==> src/rtl/servo_move_sequencer.sv <==
// Servo move sequencer: accepts one move at a time, ramps the selected
// servo's duty toward a clamped target one step per PWM frame, then dwells
// for a fixed number of frames before reporting completion.
module servo_move_sequencer #(
  parameter int NSERVO = 4,
  parameter int SELW   = 2,
  parameter int PERIOD = 2000,
  parameter int DMIN   = 100,
  parameter int DMAX   = 200,
  parameter int DINIT  = 150,
  parameter int STEP   = 5,
  parameter int DWELL  = 10   // must be >= 1
) (
  input  logic                   clk,
  input  logic                   res,
  input  logic                   cmd_valid,
  output logic                   cmd_ready,
  input  logic [SELW-1:0]        cmd_sel,
  input  logic [31:0]            cmd_duty,
  output logic [NSERVO*32-1:0]   duty_bus,
  output logic [31:0]            t_out,
  output logic                   frame_tick,
  output logic                   busy,
  output logic                   done,
  output logic                   err
);
  typedef enum logic [1:0] {S_IDLE, S_RAMP, S_DWELL} state_t;

  localparam logic [31:0] L_PERIOD = 32'(PERIOD);
  localparam logic [31:0] L_NSERVO = 32'(NSERVO);
  localparam logic [31:0] L_DMIN   = 32'(DMIN);
  localparam logic [31:0] L_DMAX   = 32'(DMAX);
  localparam logic [31:0] L_DINIT  = 32'(DINIT);
  localparam logic [31:0] L_STEP   = 32'(STEP);
  localparam logic [31:0] L_DWELL  = 32'(DWELL);

  state_t                  r_state, w_state_nxt;
  logic [31:0]             r_cnt, r_tgt, r_cur, r_dwell;
  logic [SELW-1:0]         r_sel;
  logic [NSERVO-1:0][31:0] r_duty;
  logic                    r_done, r_err;

  logic        w_tick, w_accept, w_sel_ok, w_up;
  logic [31:0] w_clamp, w_sel_duty, w_diff, w_mv, w_step, w_dwell_inc;

  assign w_tick      = (r_cnt == L_PERIOD - 32'd1);
  assign w_accept    = cmd_valid && (r_state == S_IDLE);
  assign w_sel_ok    = ({{(32-SELW){1'b0}}, cmd_sel} < L_NSERVO);
  assign w_clamp     = (cmd_duty < L_DMIN) ? L_DMIN :
                       (cmd_duty > L_DMAX) ? L_DMAX : cmd_duty;
  // Step toward target, never overshooting; no wrap since both ends are in range.
  assign w_up        = (r_tgt > r_cur);
  assign w_diff      = w_up ? (r_tgt - r_cur) : (r_cur - r_tgt);
  assign w_mv        = (w_diff < L_STEP) ? w_diff : L_STEP;
  assign w_step      = w_up ? (r_cur + w_mv) : (r_cur - w_mv);
  assign w_dwell_inc = r_dwell + 32'd1;

  // Current duty of the servo named by the incoming command (mux safe for out-of-range sel).
  always_comb begin
    w_sel_duty = L_DINIT;
    for (int k = 0; k < NSERVO; k++)
      if (cmd_sel == SELW'(k)) w_sel_duty = r_duty[k];
  end

  // Free-running frame counter, independent of the move FSM.
  always_ff @(posedge clk or negedge res) begin
    if (!res)        r_cnt <= '0;
    else if (w_tick) r_cnt <= '0;
    else             r_cnt <= r_cnt + 32'd1;
  end

  // FSM state register.
  always_ff @(posedge clk or negedge res) begin
    if (!res) r_state <= S_IDLE;
    else      r_state <= w_state_nxt;
  end

  // FSM next state: a zero-length ramp goes straight to dwell.
  always_comb begin
    w_state_nxt = r_state;
    case (r_state)
      S_IDLE:  if (w_accept && w_sel_ok)
                 w_state_nxt = (w_clamp == w_sel_duty) ? S_DWELL : S_RAMP;
      S_RAMP:  if (w_tick && (w_step == r_tgt)) w_state_nxt = S_DWELL;
      S_DWELL: if (w_tick && (w_dwell_inc == L_DWELL)) w_state_nxt = S_IDLE;
      default: w_state_nxt = S_IDLE;
    endcase
  end

  // Move context, dwell counter and one-cycle done/err pulses.
  always_ff @(posedge clk or negedge res) begin
    if (!res) begin
      r_sel   <= '0;
      r_tgt   <= L_DINIT;
      r_cur   <= L_DINIT;
      r_dwell <= '0;
      r_done  <= 1'b0;
      r_err   <= 1'b0;
    end else begin
      r_err  <= w_accept && !w_sel_ok;
      r_done <= (r_state == S_DWELL) && w_tick && (w_dwell_inc == L_DWELL);
      if (w_accept) begin
        r_sel   <= cmd_sel;
        r_tgt   <= w_clamp;
        r_cur   <= w_sel_duty;
        r_dwell <= '0;
      end else if (r_state == S_RAMP && w_tick) begin
        r_cur   <= w_step;
        r_dwell <= '0;
      end else if (r_state == S_DWELL && w_tick) begin
        r_dwell <= w_dwell_inc;
      end
    end
  end

  // Per-servo duty words; only the selected one moves, on ramp ticks.
  always_ff @(posedge clk or negedge res) begin
    if (!res) begin
      for (int k = 0; k < NSERVO; k++) r_duty[k] <= L_DINIT;
    end else begin
      for (int k = 0; k < NSERVO; k++)
        if (r_state == S_RAMP && w_tick && r_sel == SELW'(k)) r_duty[k] <= w_step;
    end
  end

  assign duty_bus   = r_duty;
  assign t_out      = L_PERIOD;
  assign frame_tick = w_tick;
  assign busy       = (r_state != S_IDLE);
  assign cmd_ready  = (r_state == S_IDLE);
  assign done       = r_done;
  assign err        = r_err;
endmodule

==> config.mk <==
export PLATFORM = sky130hd
export DESIGN_NAME = servo_move_sequencer
export DESIGN_NICKNAME = d
export VERILOG_FILES = /design/src/rtl/servo_move_sequencer.sv
export SDC_FILE = /design/constraint.sdc
export NUM_CORES = 1
export LEC_CHECK = 0
export CORE_ASPECT_RATIO = 0.8
export CORE_UTILIZATION = 50
export CTS_CLUSTER_DIAMETER = 100
export DETAILED_ROUTE_END_ITERATION = 10
export PLACE_DENSITY = 0.75
export SYNTH_ARGS = -nofsm -noshare
export SYNTH_HDL_FRONTEND = slang
export SYNTH_SLANG_ARGS = --single-unit
==> constraint.sdc <==
create_clock -name clk -period 9.4 [get_ports clk]
set_clock_uncertainty 0.15 [all_clocks]
set_input_delay 1.88 -clock clk [delete_from_list [all_inputs] [get_ports clk]]
set_output_delay 1.88 -clock clk [all_outputs]
set_load 0.005 [all_outputs]
# After elaboration in Yosys (flattened, before gate mapping)
# Index checks and enable logic that the tools add are counted.
[totals]
output_inout_bits = 165
register_bits = 261
elab_cells = 73
[op_classes]
n_lt_le_gt_ge = 4
reduce_logical = 17
add_sub_neg = 6
n_eq_ne = 15
muxes = 20
[ops]
columns = ["operator", "count"]
rows = [
  ["$mux W32", 15],
  ["$sub A32 B32 Y32", 3],
  ["$add A32 B1 Y32 const B", 2],
  ["$eq A32 B32 Y1", 2],
  ["$add A32 B32 Y32", 1],
  ["$eq A32 B11 Y1 const B", 1],
  ["$eq A32 B4 Y1 const B", 1],
  ["$gt A32 B32 Y1", 1],
  ["$gt A32 B8 Y1 const B", 1],
  ["$lt A32 B3 Y1 const B", 1],
  ["$lt A32 B7 Y1 const B", 1],
  ["$eq A2 B2 Y1 const B", 5],
  ["$logic_and A1 B1 Y1", 10],
  ["$mux W2", 4],
  ["$eq A2 B1 Y1 const B", 3],
  ["$logic_not A2 Y1", 3],
  ["$pmux W2 S3", 1],
  ["$ne A2 B2 Y1 const B", 2],
  ["$reduce_bool A2 Y1", 2],
  ["$reduce_and A3 Y1", 1],
  ["$reduce_bool A3 Y1", 1],
  ["$ne A2 B1 Y1 const B", 1],
]

# Longest topological paths before layout
[depth]
depth_word = 10
mapped_depth = 40
depth_no_buf = 35

# Worst setup path after synthesis
# Ideal clock, no wire load.
[synth_timing]
kind = "reg-to-reg"
start = "reg r_cur[1]"
end = "reg r_state[0]"
n_path_buf = 2
path_slack_ps = 1505
arrival_time_ps = 7619
stages_incl_launch_ff = 34
t_required_ps = 9124
cell_sequence = "dfstp_2 > inv_1 > fa_1 > nand3_2 > a21oi_1 > or3_4 > a221oi_4 > a21o_1 > buf_6 > buf_6 > mux2i_1 > xor2_1 > nand2_1 > a2111oi_0 > nand4_2 > nor4_1 > nand2_1 > ha_1 > a21oi_1 > fa_1 > a211oi_1 > o21ai_0 > a221oi_1 > inv_1 > a21oi_1 > nor4_1 > a2111oi_0 > nand4_1 > nor4_1 > nand4_1 > nor4b_1 > nand4_1 > o21ai_0 > a21oi_1"
[synth_via]
elab_chain_len = 10
elab_cells_between_ends = 13
cone_classes = "add/sub (4); order compare (2); eq/ne (2); mux (3); reduce/logical (2)"
[synth_lines]
columns = ["item", "line", "source"]
rows = [
  ["start: declaration", "38", "logic [31:0] r_cnt, r_tgt, r_cur, r_dwell;"],
  ["start signal: assignment", "105", "r_cur <= w_sel_duty;"],
  ["start signal: assignment", "108", "r_cur <= w_step;"],
  ["$sub A32 B32 Y32 or $gt A32 B32 Y1 (tied branches)", "53, 52", ""],
  ["$mux W32", "53", "assign w_diff = w_up ? (r_tgt - r_cur) : (r_cur - r_tgt);"],
  ["$lt A32 B3 Y1", "54", "assign w_mv = (w_diff < L_STEP) ? w_diff : L_STEP;"],
  ["$mux W32", "54", ""],
  ["$sub A32 B32 Y32 or $add A32 B32 Y32 (tied branches)", "55", "assign w_step = w_up ? (r_cur + w_mv) : (r_cur - w_mv);"],
  ["$mux W32 *", "55", ""],
  ["$eq A32 B32 Y1 *", "84", "S_RAMP: if (w_tick && (w_step == r_tgt)) w_state_nxt = S_DWELL;"],
  ["$logic_and A1 B1 Y1 *", "84", ""],
  ["$ne A2 B2 Y1 (no source line) *", "-", ""],
  ["$reduce_and A3 Y1 (no source line) *", "-", ""],
  ["end signal: assignment", "75", "else r_state <= w_state_nxt;"],
  ["end: declaration", "37", "state_t r_state, w_state_nxt;"],
]
# Every way passes the cells marked *; elsewhere a longest branch is shown, timed or not.
# A chain may end at the register's enable or synchronous reset.

# Worst setup path after layout
[layout_timing]
start = "reg r_tgt[0]"
end = "reg r_duty (netlist bit duty_bus[127])"
[layout_via]
elab_chain_len = 6
elab_cells_between_ends = 9
cone_classes = "add/sub (4); order compare (2); mux (3)"
[layout_lines]
columns = ["item", "line", "source"]
rows = [
  ["start: declaration", "38", ""],
  ["start signal: assignment", "104", "r_tgt <= w_clamp;"],
  ["$sub A32 B32 Y32 or $gt A32 B32 Y1 (tied branches)", "53, 52", ""],
  ["$mux W32", "53", ""],
  ["$lt A32 B3 Y1", "54", ""],
  ["$mux W32", "54", ""],
  ["$sub A32 B32 Y32 or $add A32 B32 Y32 (tied branches)", "55", ""],
  ["$mux W32 *", "55", ""],
  ["end signal: indexed assignment", "122", "if (r_state == S_RAMP && w_tick && r_sel == SELW'(k)) r_duty[k] <= w_step;"],
  ["end: declaration", "40", "logic [NSERVO-1:0][31:0] r_duty;"],
]
# Marks and branches as above.

==> results.md <==
* Crit path capture type: flip-flop
* Final Cell Area at roughly 21000 sq um
* Initial Utilization at 0.515
* Max-slew violations at 0
* IO Count at slightly above 200
* Placed inst area at around 20000 sq um
* Pwr/cell area at 210 nW/um^2
* #FFs+latches synth at about 260
* Port Buffers at around 170
* CTS tree: done
* Via-per-instance ratio at between 6 and 7
* Clk sink count at ~260
* Setup TNS at 0 ns
* Largest net degree at the start of global routing at 171
* Fmax at approximately 110 MHz
* Final ANT Viol Nets at 0
* Hold Path Depth at 1
* Num CTS Buffers at 29
* DR WL/cell at ~22 um
* Status: completed
* Main synth FF type: dfrtp_1
* Tot GR Track Use at 0.314
* Unrepaired setup endpoints after global routing: no
* Post-placement setup slack at between 0.3 and 0.4 ns
* # fillers at approximately 3100
* # diodes at 0
* Routed wire length at between 50000 and 60000 um
* Commonest non-fill, non-tap cell in the layout: o21ai_0
* CP max-delay cell: fa_1
* Die width at 215 um
* # rows at 61
* Netlist cell types at 84
* DR iter-0 viols at between 1500 and 2000
* Period utilization at 0.944
* CORE AREA at approximately 35000 sq um
* Drt drc at 0
* Crit-path max FO at 11
* Max rail drop VDD at around 0.00015 V
* Number of buffers and inverters on the critical path at 6
* Setup Crit Path Kind: flip-flop to flip-flop
* Ys Warns at 0
* Clock buffer depth at 3
* Max-cap violation count at 0
* Total vias in the final route at between 15000 and 20000
* Cells after DPL at between 2000 and 3000
* Final non-filler cell total at roughly 2700
* H-Tree Depth at 1
* Vias in the first global route at between 15000 and 20000
* Worst-Margin Slew at roughly 1.1 ns
* Setup Viol. Count Final at 0
* Post-Syn Area at approximately 18000 sq um
* Share of layout cells above drive strength 1 at 0.0873
* CP startpoint kind: flip-flop
* Avg Inst Size Synth at 8.64 sq um
* Final core occ at 0.602
* Register area share after synthesis at 0.362
* Clk_lat worst skew at 0.59 ns
* Worst setup margin at about 0.53 ns
* Stages on worst setup path at 38
* Gpl congestion at between 1 and 1.5
* EDFF count, synth at 0
* P_leak at slightly above 9 nW
* Hold Path Class: flip-flop to flip-flop
* Cell family with most CP delay: simple AND/OR/NAND/NOR gates
* Worst-path clk slew at 0.06 ns
* Largest stage delay on the critical path at between 0.4 and 0.5 ns
* Nets at approximately 2400
* Drt first pass iters at 6
* Worst Path Required at roughly 9.7 ns
* Tmin final at between 8 and 9 ns
* Grt ovf at 0
* Final hold violations at 0
* First-pass GRT wire length at 91200 um
* Slew headroom at 0.283
* Commonest cells after routing, fill and taps aside: o21ai_0, nand2_1, dfrtp_1
* Area grow syn2layout at 16.9%
* Register-to-Register Path Depth at 38
* Post-synthesis cell count at between 2000 and 2500
* DP HPWL at 44000 um
* Die area at around 37000 sq um
* Ys async rst share at 1.00
* Critical Path Most Common Cell: buf_4
* Initial antenna violation count at 0
* Root Driver: clkbuf_16
* Die Ht at between 150 and 200 um
* Worst EP arrival at roughly 9.2 ns
==> metrics by stage <==
step	hold WS [ns]	power, mW
after floorplan	0.275	2.53
after global placement	0.294	3.19
after detailed placement	0.293	3.18
after CTS	0.310	4.40
after global routing	0.349	4.67
final	0.317	4.46
==> state kept, by name, summed over array words and instances (netlist names) <==
register,flops
duty_bus,128
r_cnt,32
r_cur,32
r_dwell,32
r_tgt,32
r_sel,2
r_state,2
done,1
==> final timing paths <==
kind / from / end / slack (ns)
hold / removal: r_cnt[0] / r_cnt[0] / 0.32
setup / recovery: r_tgt[0] / duty_bus[127] / 0.53
hold reg to reg: r_cnt[0] / r_cnt[0] / 0.32
setup reg to reg: r_tgt[0] / duty_bus[127] / 0.53
max in group asynchronous: res / duty_bus[91] / 6.54
min in group asynchronous: res / r_dwell[22] / 1.15
==> cells by family after synthesis <==
family	Yosys count	synth area share
xor gates and xnor gates	133	0.0650
muxes	58	0.0545
other	2	0.000414
buffers and inverters	243	0.0609
AOI/OAI and AO/OA	616	0.207
adders and majority gates	101	0.0710
and+or+nand+nor	684	0.179
DFF	261	0.362
==> area by class of cell <==
cell class                 count  area [sq um]  area share
inverter                      93           349      0.0165
timing repair buffer         212          2020      0.0956
tap                          472           591      0.0279
clock buffer                  40           817      0.0386
clock inverter                14           195     0.00922
multi-input combinational   1625         10600       0.502
sequential                   261          6560       0.310
==> where the power goes <==
group	total, mW	switching [mW]	internal (mW)
clock network	1.21	0.511	0.699
logic	2.03	1.29	0.737
registers	1.22	0.0539	1.16
total	4.46	1.86	2.60
==> layer usage <==
| layer | wire (um) | part of all wire | track usage |
|---|---|---|---|
| met1 | 27500 | 0.47 | 0.483 |
| met3 | 5640 | 0.096 | 0.0552 |
| met2 | 24600 | 0.42 | 0.462 |
| met4 | 1060 | 0.018 | 0.0556 |
| met5 | 0 | 0 | 0 |
==> what timing repair did <==
| action | in CTS | in global routing |
|---|---|---|
| hold endpoints to repair | 0 | 0 |
| hold buffers | 0 | 0 |
| gates resized for setup | 0 | 8 |
| setup endpoints to repair | 0 | 6 |
| setup buffers | 0 | 1 |
==> cell usage after synthesis, types with 11 or more instances <==
| cell type | instances | area (sq um) |
|---|---|---|
| o31ai_1 | 16 | 120 |
| nand2_1 | 267 | 1000 |
| buf_2 | 12 | 60.1 |
| nor4_1 | 33 | 206 |
| inv_1 | 93 | 349 |
| a31oi_1 | 17 | 106 |
| nand4_1 | 42 | 263 |
| mux4_2 | 32 | 721 |
| xnor2_1 | 89 | 780 |
| a22oi_1 | 26 | 195 |
| nor2_1 | 139 | 522 |
| nor3_1 | 23 | 115 |
| mux2i_1 | 21 | 210 |
| o21ai_0 | 280 | 1400 |
| a211oi_1 | 15 | 113 |
| nand3_1 | 59 | 295 |
| dfrtp_1 | 237 | 5930 |
| nor2b_1 | 13 | 81.3 |
| o21a_1 | 11 | 82.6 |
| a21o_1 | 32 | 240 |
| buf_4 | 37 | 278 |
| dfstp_2 | 24 | 631 |
| xor2_1 | 43 | 377 |
| a21oi_1 | 121 | 606 |
| and2_1 | 15 | 93.8 |
| and3_1 | 28 | 175 |
| ha_1 | 98 | 1230 |
| clkbuf_1 | 89 | 334 |
Note: power is estimated with default switching activity, not from simulation.
